### config.mk
export PLATFORM = sky130hd
export DESIGN_NAME = mem_stage
export DESIGN_NICKNAME = d
export VERILOG_FILES = /design/src/rtl/mem_stage.sv
export SDC_FILE = /design/constraint.sdc
export NUM_CORES = 1
export LEC_CHECK = 0
export ABC_AREA = 1
export CORE_MARGIN = 2
export CORE_UTILIZATION = 47
export DETAILED_ROUTE_END_ITERATION = 6
export GPL_ROUTABILITY_DRIVEN = 0
export HOLD_SLACK_MARGIN = 0.02
export PLACE_DENSITY = 0.8
export SLEW_MARGIN = 25
export SYNTH_ARGS = -nofsm -noshare
export SYNTH_HDL_FRONTEND = slang
export SYNTH_SLANG_ARGS = --single-unit
export TNS_END_PERCENT = 1
### constraint.sdc
create_clock -name i_clk -period 6.2 [get_ports i_clk]
set_input_delay 1.24 -clock i_clk [delete_from_list [all_inputs] [get_ports i_clk]]
set_output_delay 1.24 -clock i_clk [all_outputs]
set_load 0.1 [all_outputs]
### src/rtl/mem_stage.sv
// mem_stage: load/store memory stage with an IDLE/WAIT request FSM, ack timeout and
// registered writeback outputs. Define MISALIGN_TRAP_EN to trap misaligned accesses.
`ifndef XLEN
`define XLEN 32
`endif
`ifndef XADDR
`define XADDR 5
`endif
`ifndef OPLEN
`define OPLEN 6
`endif
`ifndef L_OP
`define L_OP 7'b0000011
`endif
`ifndef S_OP
`define S_OP 7'b0100011
`endif
`ifndef B_OP
`define B_OP 7'b1100011
`endif
`ifndef JAL_OP
`define JAL_OP 7'b1101111
`endif
`ifndef JALR_OP
`define JALR_OP 7'b1100111
`endif

module mem_stage #(
  parameter int TIMEOUT_CYCLES = 64
) (
  input  logic                 i_clk,
  input  logic                 i_rst,
  input  logic                 i_valid,
  input  logic [`OPLEN:0]      i_opcode,
  input  logic [2:0]           i_funct3,
  input  logic [`XADDR-1:0]    i_rd_addr,
  input  logic [`XLEN-1:0]     i_alu_result,
  input  logic [`XLEN-1:0]     i_rs2_data,
  input  logic [`XLEN-1:0]     i_pc,
  output logic                 o_stall,
  output logic                 o_mem_req,
  output logic                 o_mem_we,
  output logic [`XLEN-1:0]     o_mem_addr,
  output logic [`XLEN-1:0]     o_mem_wdata,
  output logic [3:0]           o_mem_wstrb,
  input  logic                 i_mem_ack,
  input  logic [`XLEN-1:0]     i_mem_rdata,
  output logic                 or_valid,
  output logic [`OPLEN:0]      or_opcode,
  output logic [`XADDR-1:0]    or_rd_addr,
  output logic [`XLEN-1:0]     or_rd_data,
  output logic                 or_rd_wr_en,
  output logic                 or_bus_err,
  output logic                 or_misaligned
);

  localparam int XL = `XLEN;
  localparam int OL = `OPLEN + 1;
  localparam int RL = `XADDR;
  localparam int CW = (TIMEOUT_CYCLES > 1) ? $clog2(TIMEOUT_CYCLES) : 1;
  localparam logic [CW-1:0] CNT_LAST = CW'(TIMEOUT_CYCLES - 1);
  localparam logic [OL-1:0] OP_LOAD  = `L_OP;
  localparam logic [OL-1:0] OP_STORE = `S_OP;
  localparam logic [OL-1:0] OP_BR    = `B_OP;
  localparam logic [OL-1:0] OP_JAL   = `JAL_OP;
  localparam logic [OL-1:0] OP_JALR  = `JALR_OP;
  localparam logic [XL-1:0] LINK_INC = XL'(4);

  typedef enum logic {IDLE, WAIT} state_t;

  state_t          state_reg, state_next;
  logic [CW-1:0]   cnt_reg, cnt_next;

  // Captured request, held stable for the whole WAIT phase
  logic [XL-1:0]   alu_reg;
  logic [1:0]      off_reg;
  logic            we_reg;
  logic [XL-1:0]   wdata_reg;
  logic [3:0]      wstrb_reg;
  logic [2:0]      funct3_reg;
  logic [RL-1:0]   rd_reg;
  logic [OL-1:0]   opcode_reg;

  logic            valid_reg, valid_next;
  logic [OL-1:0]   out_opcode_reg, out_opcode_next;
  logic [RL-1:0]   out_rd_reg, out_rd_next;
  logic [XL-1:0]   data_reg, data_next;
  logic            wr_en_reg, wr_en_next;
  logic            bus_err_reg, bus_err_next;

  logic            is_load, is_store, is_mem, is_link, no_wb;
  logic            size_half, size_word, misaligned, issue;
  logic [1:0]      eff_off;
  logic            ack_done, timeout;
  logic [3:0]      st_wstrb;
  logic [XL-1:0]   st_wdata;
  logic [7:0]      rd_lane [4];
  logic [7:0]      load_byte;
  logic [15:0]     load_half;
  logic [XL-1:0]   load_data;

  assign is_load   = (i_opcode == OP_LOAD);
  assign is_store  = (i_opcode == OP_STORE);
  assign is_mem    = is_load || is_store;
  assign is_link   = (i_opcode == OP_JAL) || (i_opcode == OP_JALR);
  assign no_wb     = is_store || (i_opcode == OP_BR);
  assign size_half = (i_funct3[1:0] == 2'b01);
  assign size_word = i_funct3[1];

`ifdef MISALIGN_TRAP_EN
  assign misaligned = is_mem && ((size_half && i_alu_result[0]) ||
                                 (size_word && (i_alu_result[1:0] != 2'b00)));
`else
  assign misaligned = 1'b0;
`endif

  // Halves and words drop their low address bits; bytes keep the full offset
  always_comb begin
    eff_off = i_alu_result[1:0];
    if (size_word) begin
      eff_off = 2'b00;
    end else if (size_half) begin
      eff_off = {i_alu_result[1], 1'b0};
    end
  end

  assign issue    = (state_reg == IDLE) && i_valid && is_mem && !misaligned;
  assign ack_done = (state_reg == WAIT) && i_mem_ack;
  assign timeout  = (state_reg == WAIT) && !i_mem_ack && (cnt_reg == CNT_LAST);

  for (genvar gi = 0; gi < 4; gi++) begin : g_lane
    localparam logic [1:0] LANE = 2'(gi);
    assign st_wstrb[gi] = size_word ||
                          (size_half ? (eff_off[1] == LANE[1]) : (eff_off == LANE));
    assign st_wdata[8*gi +: 8] = size_word ? i_rs2_data[8*gi +: 8] :
                                 size_half ? i_rs2_data[8*(gi%2) +: 8] :
                                             i_rs2_data[7:0];
    assign rd_lane[gi] = i_mem_rdata[8*gi +: 8];
  end

  always_comb begin
    load_byte = rd_lane[off_reg];
    load_half = off_reg[1] ? i_mem_rdata[31:16] : i_mem_rdata[15:0];
    case (funct3_reg[1:0])
      2'b00:   load_data = {{(XL-8){!funct3_reg[2] && load_byte[7]}}, load_byte};
      2'b01:   load_data = {{(XL-16){!funct3_reg[2] && load_half[15]}}, load_half};
      default: load_data = i_mem_rdata;
    endcase
  end

  always_comb begin
    state_next = state_reg;
    cnt_next   = cnt_reg;
    case (state_reg)
      IDLE: begin
        if (issue) begin
          state_next = WAIT;
          cnt_next   = '0;
        end
      end
      WAIT: begin
        if (ack_done || timeout) begin
          state_next = IDLE;
        end else if (cnt_reg != CNT_LAST) begin
          cnt_next = cnt_reg + CW'(1);
        end
      end
      default: state_next = IDLE;
    endcase
  end

  // Stall also drops on the timeout cycle so the aborted access is not re-presented
  assign o_stall = issue || ((state_reg == WAIT) && !i_mem_ack && !timeout);

  always_comb begin
    valid_next      = 1'b0;
    out_opcode_next = '0;
    out_rd_next     = '0;
    data_next       = '0;
    wr_en_next      = 1'b0;
    bus_err_next    = 1'b0;
    if (state_reg == IDLE) begin
      if (i_valid && !issue) begin
        valid_next      = 1'b1;
        out_opcode_next = i_opcode;
        out_rd_next     = i_rd_addr;
        data_next       = is_link ? (i_pc + LINK_INC) : i_alu_result;
        wr_en_next      = !no_wb && (i_rd_addr != '0) && !misaligned;
      end
    end else if (ack_done || timeout) begin
      valid_next      = 1'b1;
      out_opcode_next = opcode_reg;
      out_rd_next     = rd_reg;
      data_next       = ((opcode_reg == OP_LOAD) && ack_done) ? load_data : alu_reg;
      bus_err_next    = timeout;
      wr_en_next      = (opcode_reg != OP_STORE) && (opcode_reg != OP_BR) &&
                        (rd_reg != '0) && !timeout;
    end
  end

  always_ff @(posedge i_clk or posedge i_rst) begin
    if (i_rst) begin
      state_reg  <= IDLE;
      cnt_reg    <= '0;
      alu_reg    <= '0;
      off_reg    <= '0;
      we_reg     <= 1'b0;
      wdata_reg  <= '0;
      wstrb_reg  <= '0;
      funct3_reg <= '0;
      rd_reg     <= '0;
      opcode_reg <= '0;
    end else begin
      state_reg <= state_next;
      cnt_reg   <= cnt_next;
      if (issue) begin
        alu_reg    <= i_alu_result;
        off_reg    <= eff_off;
        we_reg     <= is_store;
        wdata_reg  <= is_store ? st_wdata : '0;
        wstrb_reg  <= is_store ? st_wstrb : 4'b0000;
        funct3_reg <= i_funct3;
        rd_reg     <= i_rd_addr;
        opcode_reg <= i_opcode;
      end
    end
  end

  always_ff @(posedge i_clk or posedge i_rst) begin
    if (i_rst) begin
      valid_reg      <= 1'b0;
      out_opcode_reg <= '0;
      out_rd_reg     <= '0;
      data_reg       <= '0;
      wr_en_reg      <= 1'b0;
      bus_err_reg    <= 1'b0;
    end else begin
      valid_reg      <= valid_next;
      out_opcode_reg <= out_opcode_next;
      out_rd_reg     <= out_rd_next;
      data_reg       <= data_next;
      wr_en_reg      <= wr_en_next;
      bus_err_reg    <= bus_err_next;
    end
  end

`ifdef MISALIGN_TRAP_EN
  logic mis_reg;
  always_ff @(posedge i_clk or posedge i_rst) begin
    if (i_rst) begin
      mis_reg <= 1'b0;
    end else begin
      mis_reg <= (state_reg == IDLE) && i_valid && misaligned;
    end
  end
  assign or_misaligned = mis_reg;
`else
  assign or_misaligned = 1'b0;
`endif

  assign o_mem_req   = (state_reg == WAIT);
  assign o_mem_we    = we_reg;
  assign o_mem_addr  = {alu_reg[XL-1:2], 2'b00};
  assign o_mem_wdata = wdata_reg;
  assign o_mem_wstrb = wstrb_reg;

  assign or_valid    = valid_reg;
  assign or_opcode   = out_opcode_reg;
  assign or_rd_addr  = out_rd_reg;
  assign or_rd_data  = data_reg;
  assign or_rd_wr_en = wr_en_reg;
  assign or_bus_err  = bus_err_reg;

endmodule

==> metrics.md <==
| Metric | Value |
|---|---|
| Placement Rows | `48` |
| Crit path kind | `in2out` |
| Path depth of the worst reg2reg path | `6` |
| P_int | `1.859 mW` |
| Setup TNS | `0 ns` |
| Mean routed wirelength per cell | `17.28 um` |
| # setup viols final | `0` |
| Hold Path Sink | `opcode_reg[0]$_DFFE_PP0P_` |
| Syn Area/Cell | `7.314 um^2` |
| Clock buffer depth | `2` |
| Initial core utilization | `0.4760` |
| Reg2reg setup slack | `3.51 ns` |
| CTS tree | `built` |
| Worst IR drop on VDD | `0.2072 mV` |
| WL final | `27,050 um` |
| CTS root buffer | `clkbuf_16` |
| Area grow syn2layout | `36.80%` |
| Placed cell area | `10,590 um^2` |
| Via count | `8,334` |
| Reg2reg end | `o_mem_wdata[2]$_DFFE_PP0P_` |
| PortBufs | `262` |
| WHS | `0.4813 ns` |
| Highest clock rate | `0.2243 GHz` |
| Post-route DRC | `0` |
| Share of cells above drive strength 1 | `0.08296` |
| RSZ-0062 raised after global routing | `false` |
| H-tree depth | `4` |
| Post-cts resize count | `0` |
| Seq pwr share | `0.345` |
| Initial antenna violation count | `5` |
| Clock Latency Late Sink | `0.43 ns` |
| PwrDens | `275.6 nW/um^2` |
| First-pass iteration count of the detailed router | `5` |
| Inserted Clock Buffers | `17` |
| Setup Buffers After CTS | `0` |
| Status | `complete, no violations` |
| HPWL Detailed | `19,730 um` |
| Setup crit start kind | `input pin` |
| Comb pwr share | `0.329` |
| I/O pins | `266` |
| Die W | `135.9 um` |
| Reg2reg start | `o_mem_req$_DFF_PP0_` |
| Clk pin slew, worst setup/hold paths | `0.06 ns` |
| All-Layer GR Usage | `0.2924` |
| CP Data Arrival Time | `3.22 ns` |
| Hold Fails Final Rpt | `0` |
| Ys Warns | `0` |
| #FFs+latches synth | `140` |
| Synth Instances | `1,118` |
| Global-route wire length before repair | `41,000 um` |
| Core ar. | `17,180 um^2` |
| Worst setup EP type | `output port` |
| Post-synth cell types | `39` |
| Via-to-Cell Ratio | `5.322` |
| DR iter-0 viols | `745` |
| Full die area | `18,470 um^2` |
| Final Skew | `0.01013 ns` |
| DIE HEIGHT | `135.9 um` |
| Vias in the first global route | `7,727` |
| Global route overflow | `0` |
| Min-Delay Path Class | `reg2reg` |
| Largest net degree at the start of global routing | `106` |
| Seq/Total Area, Yosys | `0.4285` |
| Nets | `1,474` |
| # hold bufs at CTS | `0` |
| P_sw | `1.224 mW` |
| Post-route ant nets | `0` |
| Final instance area | `11,190 um^2` |
| Sw Ratio | `0.3971` |
| Final period utilization | `0.7191` |
| Max_cap viols | `0` |
| Crit path max fanout | `49` |
| Pleak | `4.999 nW` |
| Fin crit period | `4.458 ns` |
| Worst Max-Slew Pin Slew | `1.039 ns` |
| Max-slew violations | `0` |
| Hold Path Depth | `2` |
| Slew HR | `0.3053` |
| Worst hold start | `opcode_reg[0]$_DFFE_PP0P_` |
| Clock sinks | `140` |
| WP data required | `4.96 ns` |
| Clock power share | `0.326` |
| Final WS setup | `1.742 ns` |
| Synthesized area | `8177 um^2` |
| Pre-CTS setup slack | `1.752 ns` |
## cells in the mapped netlist
master | instances | area, um^2
nor3_2 | 1 | 10.01
buf_6 | 8 | 90.09
nand3_1 | 29 | 145.1
xnor2_1 | 4 | 35.03
buf_2 | 20 | 100.1
nand3_2 | 2 | 20.02
ha_1 | 2 | 25.02
a21oi_2 | 3 | 26.28
xor2_1 | 8 | 70.07
nor2_2 | 4 | 25.02
o21ai_1 | 56 | 280.3
conb_1 | 1 | 3.750
dfrtp_1 | 140 | 3503
nand3_4 | 2 | 35.03
mux2i_1 | 4 | 40.04
or2_2 | 17 | 106.4
clkbuf_1 | 13 | 48.80
nand4_1 | 16 | 100.1
nor3_1 | 6 | 30.03
nor2_1 | 110 | 412.9
nand2_4 | 2 | 22.52
nand3b_1 | 14 | 105.1
buf_1 | 1 | 3.750
a31o_2 | 1 | 8.760
inv_4 | 1 | 6.260
inv_1 | 78 | 292.8
o21ai_0 | 71 | 355.3
o211ai_1 | 9 | 67.56
o21ai_2 | 11 | 96.34
nor2_8 | 1 | 20.02
buf_4 | 38 | 285.3
o22ai_1 | 5 | 31.28
o221ai_1 | 1 | 8.760
nand2_2 | 4 | 25.02
inv_2 | 19 | 71.32
a22oi_1 | 4 | 30.03
a21oi_1 | 44 | 220.2
nand2_1 | 363 | 1363
nor2_4 | 5 | 56.30
## layout by cell type, fill, tap and decap left out, types with 16 or more instances in the layout
| master | synthesis | final |
|---|---|---|
| inv_2 | 19 | 19 |
| dfrtp_1 | 140 | 140 |
| nor2_1 | 110 | 110 |
| o21ai_1 | 56 | 56 |
| or2_2 | 17 | 17 |
| nand4_1 | 16 | 16 |
| inv_1 | 78 | 77 |
| nand3_1 | 29 | 29 |
| nand2_1 | 363 | 363 |
| clkdlybuf4s50_1 | 0 | 261 |
| a21oi_1 | 44 | 44 |
| o21ai_0 | 71 | 71 |
| clkbuf_16 | 0 | 17 |
## per-stage QoR
stage          std cells    util  total power [mW]
3_3_place_gp        1531  0.6167             2.075
6_report            1566  0.6512             3.083
3_5_place_dp        1531  0.6167             2.086
2_1_floorplan       1120       -             1.817
5_1_grt             1564  0.6509             3.196
4_1_cts             1563  0.6506             3.090
## cells by family after synthesis
family          after synthesis  share of synthesized area
simple gates                576                     0.3028
fa+ha+maj                     2                   0.003060
compound gates              205                     0.1376
buf+inv                     178                     0.1099
other cells                   1                  0.0004586
mux                           4                   0.004897
xor+xnor                     12                    0.01285
flops                       140                     0.4285
## per-layer routing
layer / track usage / share of wire
met5: 0 / 0
met4: 0.1262 / 0.040
met2: 0.4627 / 0.46
met3: 0.05966 / 0.082
met1: 0.3913 / 0.42
## power by group through the flow
stage / combinational, mW / clock [mW] / sequential [mW]
floorplan: 0.482 / 0 / 1.34
finish: 1.01 / 1.01 / 1.06
detailed placement: 1.01 / 0 / 1.08
global placement: 0.999 / 0 / 1.08
CTS: 1.01 / 1.01 / 1.06
global route: 1.07 / 1.06 / 1.07
## area by class of cell
cell class                 instances  area (um^2)
inverter                          98        377.9
fill                            1483         5991
multi-input combinational        802         3782
tap                              225        281.5
clock buffer                      19        452.9
timing repair buffer             266         2650
clock inverter                    13        130.1
antenna                            3        7.507
sequential                       140         3503
## worst max path at each step
stage,from,endpoint,slack [ns],depth (start not counted)
after floorplan,i_rst,alu_reg[0]$_DFFE_PP0P_,1.21,1
after global placement,i_opcode[1],o_stall,1.84,6
after detailed placement,i_opcode[1],o_stall,1.75,6
after CTS,i_opcode[1],o_stall,1.75,6
after global routing,i_opcode[1],o_stall,1.60,6
final,i_opcode[1],o_stall,1.74,6
## worst max-delay path: stages
cell             delay [ns]
clkdlybuf4s50_1        0.49
nand2_1                0.09
nor3_2                 0.22
nand3_4                0.47
o21ai_2                0.34
buf_4                  0.35
Note: power is estimated with default switching activity, not from simulation.
